`src/rtl/lsu_pkg.sv`:
```
// lsu_pkg: shared types, FSM state encodings and helper functions for the
// load/store unit. The optional misalignment trap is controlled by the
// LSU_MISALIGN_TRAP_EN macro. That macro is used in lsu.sv; this package
// does not depend on it.
package lsu_pkg;

    // Access size as encoded on req_size
    typedef enum logic [1:0] {
        SIZE_B   = 2'b00,
        SIZE_H   = 2'b01,
        SIZE_W   = 2'b10,
        SIZE_RSV = 2'b11
    } lsu_size_e;

    // FSM state encodings
    localparam logic [1:0] IDLE      = 2'b00;
    localparam logic [1:0] LOAD_WAIT = 2'b01;
    localparam logic [1:0] RESP      = 2'b10;

    // Byte-lane enables for a store of the given size at the given offset.
    // Half uses addr[1] only. Word and reserved sizes ignore the offset.
    function automatic logic [3:0] lane_mask(input logic [1:0] size,
                                             input logic [1:0] off);
        logic [3:0] mask;
        case (size)
            SIZE_B:  mask = 4'b0001 << off;
            SIZE_H:  mask = off[1] ? 4'b1100 : 4'b0011;
            default: mask = 4'b1111;
        endcase
        return mask;
    endfunction

    // True for accesses that the trap build rejects.
    function automatic logic misaligned(input logic [1:0] size,
                                        input logic [1:0] off);
        logic bad;
        case (size)
            SIZE_B:  bad = 1'b0;
            SIZE_H:  bad = off[0];
            SIZE_W:  bad = (off != 2'b00);
            default: bad = 1'b1;
        endcase
        return bad;
    endfunction

endpackage

```
`src/rtl/lsu_load_align.sv`:
```
// lsu_load_align: shifts the raw memory word so that the addressed byte or
// half lands in bit 0, then applies sign or zero extension. The logic is
// purely combinational.
module lsu_load_align
    import lsu_pkg::*;
(
    input  logic [31:0] rdata,
    input  logic [1:0]  off,
    input  logic [1:0]  size,
    input  logic        uns,
    output logic [31:0] result
);

    logic [1:0]  shamt_s;
    logic [31:0] shifted_s;

    // Select the byte shift. Half uses addr[1] only, and word is never shifted.
    always_comb begin
        shamt_s = 2'b00;
        case (size)
            SIZE_B:  shamt_s = off;
            SIZE_H:  shamt_s = {off[1], 1'b0};
            default: shamt_s = 2'b00;
        endcase
        shifted_s = rdata >> {shamt_s, 3'b000};
    end

    // Extend from bit 7 or bit 15. Word and reserved sizes pass through.
    always_comb begin
        result = shifted_s;
        case (size)
            SIZE_B: begin
                if (uns) begin
                    result = {24'h000000, shifted_s[7:0]};
                end else begin
                    result = {{24{shifted_s[7]}}, shifted_s[7:0]};
                end
            end
            SIZE_H: begin
                if (uns) begin
                    result = {16'h0000, shifted_s[15:0]};
                end else begin
                    result = {{16{shifted_s[15]}}, shifted_s[15:0]};
                end
            end
            default: result = shifted_s;
        endcase
    end

endmodule

```
`src/rtl/lsu.sv`:
```
// lsu: a single-outstanding load/store unit in front of the data memory.
// It drives the memory strobes combinationally in the accept cycle. It
// returns aligned and extended load data, or zero for stores, through a
// valid/ready response port.
// Optional feature: defining LSU_MISALIGN_TRAP_EN turns misaligned accesses
// and the reserved size into error responses that never touch memory.
module lsu
    import lsu_pkg::*;
#(
    parameter int TAG_W = 5
) (
    input  logic             clk,
    input  logic             rst_n,
    input  logic             req_valid,
    output logic             req_ready,
    input  logic             req_we,
    input  logic [1:0]       req_size,
    input  logic             req_unsigned,
    input  logic [31:0]      req_addr,
    input  logic [31:0]      req_wdata,
    input  logic [TAG_W-1:0] req_tag,
    output logic             mem_read_ready,
    output logic             mem_write_ready,
    output logic [31:2]      mem_address,
    output logic [31:0]      mem_write_data,
    output logic [3:0]       mem_write_byte,
    input  logic [31:0]      mem_read_data,
    output logic             rsp_valid,
    input  logic             rsp_ready,
    output logic [31:0]      rsp_data,
    output logic [TAG_W-1:0] rsp_tag,
    output logic             rsp_err
);

    logic [1:0]       state_q,    state_d;
    logic [1:0]       off_q,      off_d;
    logic [1:0]       size_q,     size_d;
    logic             uns_q,      uns_d;
    logic [TAG_W-1:0] tag_q,      tag_d;
    logic [31:0]      rsp_data_q, rsp_data_d;
    logic             rsp_err_q,  rsp_err_d;

    logic             accept_s;
    logic             err_s;
    logic [31:0]      wdata_rep_s;
    logic [31:0]      align_s;

    lsu_load_align u_align (
        .rdata  (mem_read_data),
        .off    (off_q),
        .size   (size_q),
        .uns    (uns_q),
        .result (align_s)
    );

    // Accept qualification, error detection and store-data lane replication
    always_comb begin
        req_ready = (state_q == IDLE) && rst_n;
        accept_s  = req_valid && req_ready;
`ifdef LSU_MISALIGN_TRAP_EN
        err_s     = misaligned(req_size, req_addr[1:0]);
`else
        err_s     = 1'b0;
`endif
        case (req_size)
            SIZE_B:  wdata_rep_s = {4{req_wdata[7:0]}};
            SIZE_H:  wdata_rep_s = {2{req_wdata[15:0]}};
            default: wdata_rep_s = req_wdata;
        endcase
    end

    // Memory strobes exist only in the accept cycle of a non-error request
    always_comb begin
        mem_write_ready = accept_s && req_we && !err_s;
        mem_read_ready  = accept_s && !req_we && !err_s;
        mem_address     = rst_n ? req_addr[31:2] : 30'h0;
        if (mem_write_ready) begin
            mem_write_byte = lane_mask(req_size, req_addr[1:0]);
            mem_write_data = wdata_rep_s;
        end else begin
            mem_write_byte = 4'b0000;
            mem_write_data = 32'h0000_0000;
        end
    end

    // FSM next state and response payload capture
    always_comb begin
        state_d    = state_q;
        off_d      = off_q;
        size_d     = size_q;
        uns_d      = uns_q;
        tag_d      = tag_q;
        rsp_data_d = rsp_data_q;
        rsp_err_d  = rsp_err_q;
        case (state_q)
            IDLE: begin
                if (accept_s) begin
                    tag_d = req_tag;
                    if (err_s) begin
                        rsp_data_d = req_addr;
                        rsp_err_d  = 1'b1;
                        state_d    = RESP;
                    end else if (req_we) begin
                        rsp_data_d = 32'h0000_0000;
                        rsp_err_d  = 1'b0;
                        state_d    = RESP;
                    end else begin
                        off_d     = req_addr[1:0];
                        size_d    = req_size;
                        uns_d     = req_unsigned;
                        rsp_err_d = 1'b0;
                        state_d   = LOAD_WAIT;
                    end
                end else begin
                    state_d = IDLE;
                end
            end
            LOAD_WAIT: begin
                rsp_data_d = align_s;
                state_d    = RESP;
            end
            RESP: begin
                if (rsp_ready) begin
                    state_d = IDLE;
                end else begin
                    state_d = RESP;
                end
            end
            default: state_d = IDLE;
        endcase
    end

    // State registers with synchronous active-low reset
    always_ff @(posedge clk) begin
        if (!rst_n) begin
            state_q    <= IDLE;
            off_q      <= 2'b00;
            size_q     <= 2'b00;
            uns_q      <= 1'b0;
            tag_q      <= '0;
            rsp_data_q <= 32'h0000_0000;
            rsp_err_q  <= 1'b0;
        end else begin
            state_q    <= state_d;
            off_q      <= off_d;
            size_q     <= size_d;
            uns_q      <= uns_d;
            tag_q      <= tag_d;
            rsp_data_q <= rsp_data_d;
            rsp_err_q  <= rsp_err_d;
        end
    end

    // Response port. It is forced to zero while reset is held.
    always_comb begin
        rsp_valid = (state_q == RESP) && rst_n;
        if (rst_n) begin
            rsp_data = rsp_data_q;
            rsp_tag  = tag_q;
            rsp_err  = rsp_err_q;
        end else begin
            rsp_data = 32'h0000_0000;
            rsp_tag  = '0;
            rsp_err  = 1'b0;
        end
    end

endmodule

```
`config.mk`:
```
export PLATFORM = sky130hd
export DESIGN_NAME = lsu
export DESIGN_NICKNAME = d
export VERILOG_FILES = /design/src/rtl/lsu_pkg.sv /design/src/rtl/lsu_load_align.sv /design/src/rtl/lsu.sv
export SDC_FILE = /design/constraint.sdc
export NUM_CORES = 1
export LEC_CHECK = 0
export ABC_AREA = 1
export BUFFER_PORTS_ARGS = -buffer_cell sky130_fd_sc_hd__buf_2
export CAP_MARGIN = 0
export CORE_AREA = 2 2 115 73
export DETAILED_ROUTE_END_ITERATION = 8
export DIE_AREA = 0 0 117 75
export MAX_ROUTING_LAYER = met4
export PLACE_DENSITY = 0.88
export SYNTH_ARGS = -nofsm -noshare
export SYNTH_HDL_FRONTEND = slang
export SYNTH_SLANG_ARGS = --single-unit
```
`constraint.sdc`:
```
create_clock -name clk -period 1.6 [get_ports clk]
set_input_delay 0 -clock clk [delete_from_list [all_inputs] [get_ports clk]]
set_output_delay 0 -clock clk [all_outputs]
set_load 0.005 [all_outputs]
```
Word-level counts from Yosys, hierarchy flattened
Index checks and enable logic that the tools add are counted.

operators by class
  reductions and logical operators = 13
  mux-type cells = 19
  equal/unequal tests = 6
  bitwise logic cells = 1
  shifts and indexed selects = 2

operator list
  kind                                                                   count
  32-bit two-way mux                                                     6
  32-bit case mux with 2 select lines                                    3
  32-bit by 5-bit right shift with 32-bit output                         1
  30-bit two-way mux                                                     1
  4-bit two-way mux                                                      2
  4-bit case mux with 2 select lines                                     1
  2-bit by 1-bit equality test with 1-bit output, second input constant  3
  2-bit zero test                                                        3
  2-bit two-way mux                                                      3
  2-bit case mux with 3 select lines                                     1
  3-bit AND reduction                                                    2
  1-bit logical AND                                                      5
  5-bit two-way mux                                                      1
  2-bit != test, second input constant                                   2
  2-bit case mux with 2 select lines                                     1
  1-bit by 2-bit left shift with 4-bit output, first input constant      1
  2-bit equality test, second input constant                             1
  2-bit AND reduction                                                    1
  2-bit nonzero test                                                     1
  1-bit zero test                                                        1
  1-bit NOT                                                              1

word-level totals
  output and inout port bits = 108
  register bits = 44

Depth between registers and ports, before layout
Gate-level depths: netlist of the first run.

  depth after elaboration = 6
  mapped depth = 11

Cells and area by module
A second synthesis of the first run with hierarchy kept.

second synthesis, totals
  cells, all modules = 651
  area total of the unflattened synthesis = 3671.0 sq um

modules (own cells, without submodules)
  module          area each (sq um)  instances  cells an instance
  lsu             2747.6             1          487
  lsu_load_align  923.4              1          164

Least setup slack after synthesis of the first run
OpenSTA, ideal clock, no wires.

  path type = reg2reg
  start point = register size_q[1]
  end point = register rsp_data_q[24]
  required time = 1488 ps
  arrival = 1269 ps
  cell stages (with the launch flop) = 11
  buffers on the path = 2
  slack = 219 ps
  cells stage by stage = dfxtp_1 > buf_6 > nor2_8 > nand2_4 > nand2_1 > nand3_2 > nand3_4 > nand3_4 > buf_6 > nand2_1 > nand2_1

on the way
  longest elaborated chain between the ends = 6
  elaborated cells between the ends (all ways) = 8
  classes of those cells = eq/ne: 1; shift: 1; mux: 5; reduce/logical: 1

RTL lines
  element                                                                            line                                        RTL
  start: declaration                                                                 lsu.sv:37                                   logic [1:0] size_q, size_d;
  start signal: assignment                                                           lsu.sv:146                                  size_q <= size_d;
  2-bit by 1-bit equality test with 1-bit output or 2-bit zero test (tied branches)  lsu_load_align.sv:20, lsu_load_align.sv:31
  2-bit case mux with 2 select lines                                                 lsu_load_align.sv:20                        case (size)
  32-bit by 5-bit right shift with 32-bit output                                     lsu_load_align.sv:25                        shifted_s = rdata >> {shamt_s, 3'b000};
  32-bit two-way mux (on tied branches)                                              lsu_load_align.sv:40, lsu_load_align.sv:33
  32-bit case mux with 2 select lines (*)                                            lsu_load_align.sv:31                        case (size)
  32-bit case mux with 2 select lines (*)                                            lsu.sv:95                                   case (state_q)
  end signal: assignment                                                             lsu.sv:149                                  rsp_data_q <= rsp_data_d;
  end: declaration                                                                   lsu.sv:40                                   logic [31:0] rsp_data_q, rsp_data_d;

Mark *: on every way between the ends. The rest lies on a longest branch, timed or not.
A chain may end at the register's enable or synchronous reset.

Worst setup path after layout of the first run
  start point = register state_q[1]
  end point = output mem_write_data[10]

on the way
  longest elaborated chain between the ends = 5

RTL lines
  element                   line        RTL
  start: declaration        lsu.sv:35   logic [1:0] state_q, state_d;
  start signal: assignment  lsu.sv:144  state_q <= state_d;
  2-bit zero test           lsu.sv:58   req_ready = (state_q == IDLE) && rst_n;
  1-bit logical AND         lsu.sv:58
  1-bit logical AND         lsu.sv:59   accept_s = req_valid && req_ready;
  1-bit logical AND         lsu.sv:74   mem_write_ready = accept_s && req_we && !err_s;
  32-bit two-way mux        lsu.sv:77   if (mem_write_ready) begin
  end: declaration          lsu.sv:25   output logic [31:0] mem_write_data,

Every way passes these cells.

==> results.md, run 1 <==
* Clk pwr share at 0.371
* Vias per Instance at 4.67
* Fillers at 748
* I/O Buffers at 215
* Setup Total Neg Slack at 0 ps
* Clk slew on worst S/H paths at 70 ps
* Top routing layer used: met4
* Die X at 117 um
* Total length of routed met2 wires at 4790 um
* Register area share after synthesis at 0.273
* Root buf cell: clkbuf_16
* Post-DR wirelength/cell at 12.4 um
* Area occupied by multi-input gates at 1820 um^2
* Peak supply drop at 379 uV
* Non-filler cells, final at 916
* Power Total at 3.19 mW
* Initial antenna violation count at 1
* Worst r2r src: state_q[0]$_SDFF_PN0_
* Post-Synthesis Cell Area at 3230 um^2
* FF-to-FF path depth at 7
* Dpl cells at 897
* Slowest Stage Delay on Critical Path at 310 ps
* Critical Path Slowest Stage Cell: dfxtp_1
* First-pass GRT wire length at 16700 um
* Area Overhead vs Synth at 46.3%
* Post-synthesis compound-gate area fraction at 0.130
* CTS Buf Count at 5
* Reg2reg end: rsp_data_q[24]$_SDFFE_PN0P_
* Worst min-delay path class: in -> reg
* Setup violations, final at 0
* Worst EP arrival at 1490 ps
* Gr usage total at 0.250
* Syn Inst Count at 591
* Die H at 75 um
* Synth Area per Inst at 5.46 um^2
* Total wire length at 11400 um
* Placer congestion estimate at 0.932
* Core area at 7660 um^2
* R2R Setup Slk at 130 ps
* P_sw at 0.957 mW
* Row Count at 25
* Post-Synth XOR/XNOR Area at 0
* DRT antenna net count at 0
* Cell internal pwr at 2.24 mW
* Slew Limit Fails at 0
* Area share of and/or/nand/nor cells after synthesis at 0.422
* Power density over the cells at 676 nW/um^2
* CP Data Required Time at 1600 ps
* CTS tree: yes
* Worst-Skew Late Latency at 290 ps
* Status: finished, final reports clean
* Share of total power in sequential cells at 0.365
* Syn nets at 700
* Share of cells above drive strength 1 at 0.321
* Clock sinks at 44
* Leak pwr at 3.22 nW
* Comb pwr share at 0.264
* Metal3 WL at 1130 um
* Worst setup path class: reg -> out
* Initial Util at 0.421
* Post-synthesis mux area share at 0
* Crit path to: mem_write_data[10]
* Critical path startpoint category: flip-flop
* Clock skew at 7.83 ps
* Max Clk Rate at 0.670 GHz
* Vias in the first global route at 3500
* Max-Cap Viols at 0
* Vias at 4279
* Post-Route M1 WL at 5380 um
* I/O Pins at 217
* Crit-path cells: inv_2 -> nand2_2 -> nor2_4 -> nand3_2 -> inv_4 -> o21ai_1 -> nor2_1 -> buf_2
* Worst setup EP type: output pin
* Iteration-0 DRC Markers at 387
* Clk buf depth at 2
* Final Hold Vio Count at 0
* Sequential Area at 882 um^2
* Worst Path Max Fanout at 10
* Commonest non-fill, non-tap cell in the layout: nand2_1
* Die area at 8780 um^2
* Fin nets at 915
* HPWL Detailed at 8580 um
* Final period util at 0.934
* Area share of fa/ha/maj cells after synthesis at 0
* Sw Ratio at 0.300
* Largest net degree at the start of global routing at 74
* Period minus WS final at 1490 ps
* Remaining Overflow, GRT at 0
* Synth cell types at 25
* DRT Pass-1 Iters at 6
* Final hold slack at 3.19 ps
* H-Tree Depth at 2
* Ys Warns at 0
* Largest family of logic cells by synthesized area: simple AND/OR/NAND/NOR gates
* DRC at 0
* Most frequent cells in the layout: 222 x nand2_1, 215 x buf_2, 100 x inv_1, 59 x nor2_1, 43 x dfxtp_1
* Flops & latches, synth at 44
* Crit path launch: state_q[1]$_SDFF_PN0_
critical path, delay by kind of cell (launching register included):
kind,cells,cell delay [ps]
compound gates,1,90
buf+inv,3,350
flops,1,310
simple gates,4,460
cell families after synthesis:
group	after synthesis
AND/OR/NAND/NOR	329
buffers and inverters	136
AO/OA/AOI/OAI	81
flip-flops	44
other	1
per-layer routing:
metal,global-route usage,vias to the layer above
met2,0.341,205
met1,0.382,1855
li1,-,2208
met5,-,-
met4,0.0379,0
met3,0.0523,11
metrics by stage:
stage                     cell area, um^2  setup WS, ps  utilization
after floorplan                      3230           219            -
after global placement               4410           150        0.575
after detailed placement             4410           110        0.575
after CTS                            4660          14.4        0.608
after global routing                 4720         -17.9        0.616
final                                4720           106        0.616
flip-flops by register name (all words and copies together), names as in the netlist:
signal,count
uns_q,1
off_q,2
size_q,2
state_q,2
tag_q,5
rsp_data_q,32
synthesized netlist by cell type, drive strengths merged:
library cell  count  area (um^2)
o22ai             8         50.1
nand2           227          867
nand3            38          220
clkinv            1         3.75
conb              1         3.75
clkbuf           13         48.8
buf              17          114
inv             105          394
nor2             62          264
nor3              2         10.0
o21ai            36          184
a21oi            37          185
dfxtp            44          881
how the worst min path moves through the flow:
| stage | startpoint | to | slack (ps) | cells past startpoint |
|---|---|---|---|---|
| after floorplan | req_we | mem_read_ready | 30 | 1 |
| after global placement | req_we | state_q[0]$_SDFF_PN0_ | 240 | 2 |
| after detailed placement | req_we | state_q[0]$_SDFF_PN0_ | 240 | 2 |
| after CTS | req_tag[2] | tag_q[2]$_SDFFE_PN0P_ | 3 | 3 |
| after global routing | req_tag[2] | tag_q[2]$_SDFFE_PN0P_ | 20 | 3 |
| final | req_tag[2] | tag_q[2]$_SDFFE_PN0P_ | 3 | 3 |
power groups by stage:
stage / combinational [mW] / sequential [mW] / clock [mW]
2_1_floorplan: 0.457 / 1.18 / 0
5_1_grt: 0.940 / 1.17 / 1.27
3_3_place_gp: 0.774 / 1.19 / 0
3_5_place_dp: 0.782 / 1.19 / 0
4_1_cts: 0.806 / 1.16 / 1.21
6_report: 0.843 / 1.16 / 1.18
final cells by class:
class / count / share of cell area
diodes: 1 / 0.000530
clock buffers: 5 / 0.0265
flip-flops and latches: 44 / 0.187
well taps: 108 / 0.0286
clock inverters: 3 / 0.0101
repair buffers: 237 / 0.277
multi-input cells: 412 / 0.385
inverters: 106 / 0.0848
timing repair:
item,in CTS,in global routing
cloned,0,1
endpoints found under the setup margin,16,30
hold buffers,7,0
gates resized for setup,3,11
buffers inserted,1,2
pin swaps,1,3
hold endpoints to repair,7,0
No activity file was read; power rests on OpenSTA's default activity.
==> run 2: changes to the inputs <==
==> constraint.sdc (replaced) <==
create_clock -name clk -period 1.7 [get_ports clk]
set_input_delay 0 -clock clk [delete_from_list [all_inputs] [get_ports clk]]
set_output_delay 0 -clock clk [all_outputs]
set_load 0.005 [all_outputs]
==> run 2 against run 1 <==
Clock skew decreased by 3.0 ps; register-to-register slack about the same; largest power group is now registers; critical endpoint is now mem_read_ready; largest cell class unchanged; design area decreased by 1.5%; sequential cell count unchanged; global-route usage decreased by 0.83 points; die area unchanged; hold slack improved by 46 ps; highest routed layer unchanged; power decreased by 7.8%.
==> results.md, run 2 (same netlist as run 1, synthesis figures left out) <==
* Gr usage total at 0.242 (-0.00827)
* I/O Buffers at 215 (unchanged)
* Clk slew on worst S/H paths at 60 ps (about the same)
* CTS tree: yes
* Final Hold Vio Count at 0 (unchanged)
* Period minus WS final at 1590 ps
* Worst EP arrival at 1590 ps (+100 ps)
* Iteration-0 DRC Markers at 376 (-2.8%)
* Worst r2r src: size_q[1]$_SDFFE_PN0N_
* Max-Cap Viols at 0 (unchanged)
* Area Overhead vs Synth at 44.1%
* Crit-path cells: inv_2 -> nand2_1 -> nor2_4 -> buf_4 -> nand2_2 -> nor2_4 -> buf_2
* Largest registers: rsp_data_q x32, tag_q x5
* Post-DR wirelength/cell at 12.0 um (-3.5%)
* Worst-Skew Late Latency at 280 ps (about the same)
* Die X at 117 um (unchanged)
* DRC at 0 (unchanged)
* Largest net degree at the start of global routing at 74 (unchanged)
* Max-slew headroom at 0.545
* Initial antenna violation count at 1 (unchanged)
* Slowest Stage Delay on Critical Path at 300 ps (about the same)
* Final period util at 0.937
* Hold Path Origin: req_addr[1]
* H-Tree Depth at 2 (unchanged)
* Row Count at 25 (unchanged)
* Commonest non-fill, non-tap cell in the layout: nand2_1
* Vias in the first global route at 3387 (-3.2%)
* Core area at 7660 um^2 (unchanged)
* Clock skew at 4.80 ps (-3.03 ps)
* Leak pwr at 3.19 nW (-1.0%)
* Crit path launch: state_q[1]$_SDFF_PN0_
* Max Clk Rate at 0.628 GHz
* DRT antenna net count at 0 (unchanged)
* CP Data Required Time at 1700 ps (+100 ps)
* Share of cells above drive strength 1 at 0.313 (-0.00790)
* Setup Total Neg Slack at 0 ps (unchanged)
* RSZ-0062 raised after global routing: false
* Worst setup EP type: output pin
* Power density over the cells at 633 nW/um^2 (-6.4%)
* Critical Path Slowest Stage Cell: dfxtp_1
* Vias per Instance at 4.58 (-2.0%)
* Root buf cell: clkbuf_16
* Die area at 8780 um^2 (unchanged)
* Placer congestion estimate at 0.904 (-3.1%)
* Fin nets at 913 (-0.22%)
* Number of flip-flops in the largest register at 32 (unchanged)
* Status: finished, final reports clean
* Worst Path Max Fanout at 10 (unchanged)
* Power Total at 2.94 mW (-7.8%)
* First-pass GRT wire length at 16200 um (-3.0%)
* Critical path startpoint category: flip-flop
* Critical Path Most Common Cell: nor2_4
* Sequential Area at 881 um^2 (-0.14%)
* Worst min-delay path class: in -> reg
* Area occupied by multi-input gates at 1780 um^2 (-1.9%)
* Die H at 75 um (unchanged)
* Biggest register: rsp_data_q
* I/O Pins at 217 (unchanged)
* DRT Pass-1 Iters at 5 (-1)
* Initial Util at 0.421 (unchanged)
* Clk buf depth at 2 (unchanged)
* Worst Tran Pin Value at 682 ps
* Peak supply drop at 383 uV (+1.1%)
* Vias at 4185 (-2.2%)
* Worst setup path class: reg -> out
* Slew Limit Fails at 0 (unchanged)
* HPWL Detailed at 8580 um (about the same)
* Clock sinks at 44 (unchanged)
* Remaining Overflow, GRT at 0 (unchanged)
* Fillers at 741 (-0.94%)
* CTS Buf Count at 5 (unchanged)
* Setup violations, final at 0 (unchanged)
* Most frequent cells in the layout: 223 x nand2_1, 215 x buf_2, 100 x inv_1, 59 x nor2_1, 44 x dfxtp_1
* Total wire length at 10900 um (-3.7%)
run 2: cell types whose count changed in the layout (fill, tap and decap cells not counted), sizes merged:
| cell | delta |
|---|---|
| clkinvlp | +1 |
| nand3 | -1 |
| buf | -2 |
| clkinv | -1 |
| dlygate4sd3 | +1 |
run 2: stage by stage:
| step | util | std cells | hold WS, ps | setup WS [ps] | area [um^2] |
|---|---|---|---|---|---|
| finish | 0.607 | 914 | 49.1 | 108 | 4650 |
| global route | 0.607 | 914 | 60.5 | 0.00289 | 4650 |
| CTS | 0.607 | 914 | 41.6 | 20.8 | 4650 |
| detailed placement | 0.574 | 897 | 241 | 161 | 4400 |
| global placement | 0.574 | 897 | 241 | 241 | 4400 |
| floorplan | - | 591 | 34.7 | 319 | 3230 |
run 2: worst paths after layout:
| kind | endpoint | slack [ps] | cells past startpoint |
|---|---|---|---|
| worst min-delay path | off_q[1]$_SDFFE_PN0N_ | 50 | 3 |
| worst max register to register | rsp_data_q[22]$_SDFFE_PN0P_ | 120 | 8 |
| worst max-delay path | mem_read_ready | 110 | 7 |
| worst min register to register | tag_q[0]$_SDFFE_PN0P_ | 460 | 2 |
run 2: critical path, delay by kind of cell, from the launching register on:
kind	cells	cell delay [ps]
simple gates	4	610
buf+inv	3	410
flops	1	300
run 2: metal layers:
layer	GRT usage	share of wire
met5	-	0
met4	0.0288	0.0036
met3	0.0556	0.082
met2	0.325	0.42
met1	0.373	0.50
run 2: final cells by class:
class,count,share of cell area
antenna,1,0.000538
clock buffer,5,0.0269
clock inverter,3,0.00915
inverter,106,0.0861
multi-input combinational,411,0.384
sequential,44,0.189
tap,108,0.0291
timing repair buffer,236,0.275
run 2: what timing repair did:
| action | CTS | global route |
|---|---|---|
| hold endpoints to repair | 8 | 0 |
| resized for setup | 0 | 7 |
| pin swaps | 1 | 1 |
| cloned | 0 | 0 |
| setup endpoints to repair | 16 | 16 |
| hold buffers | 8 | 0 |
| setup buffers | 1 | 0 |
run 2: where the power goes:
group	internal (mW)	switching, mW
Combinational	0.319	0.443
Sequential	1.07	0.0214
Clock	0.690	0.395
Total	2.08	0.860
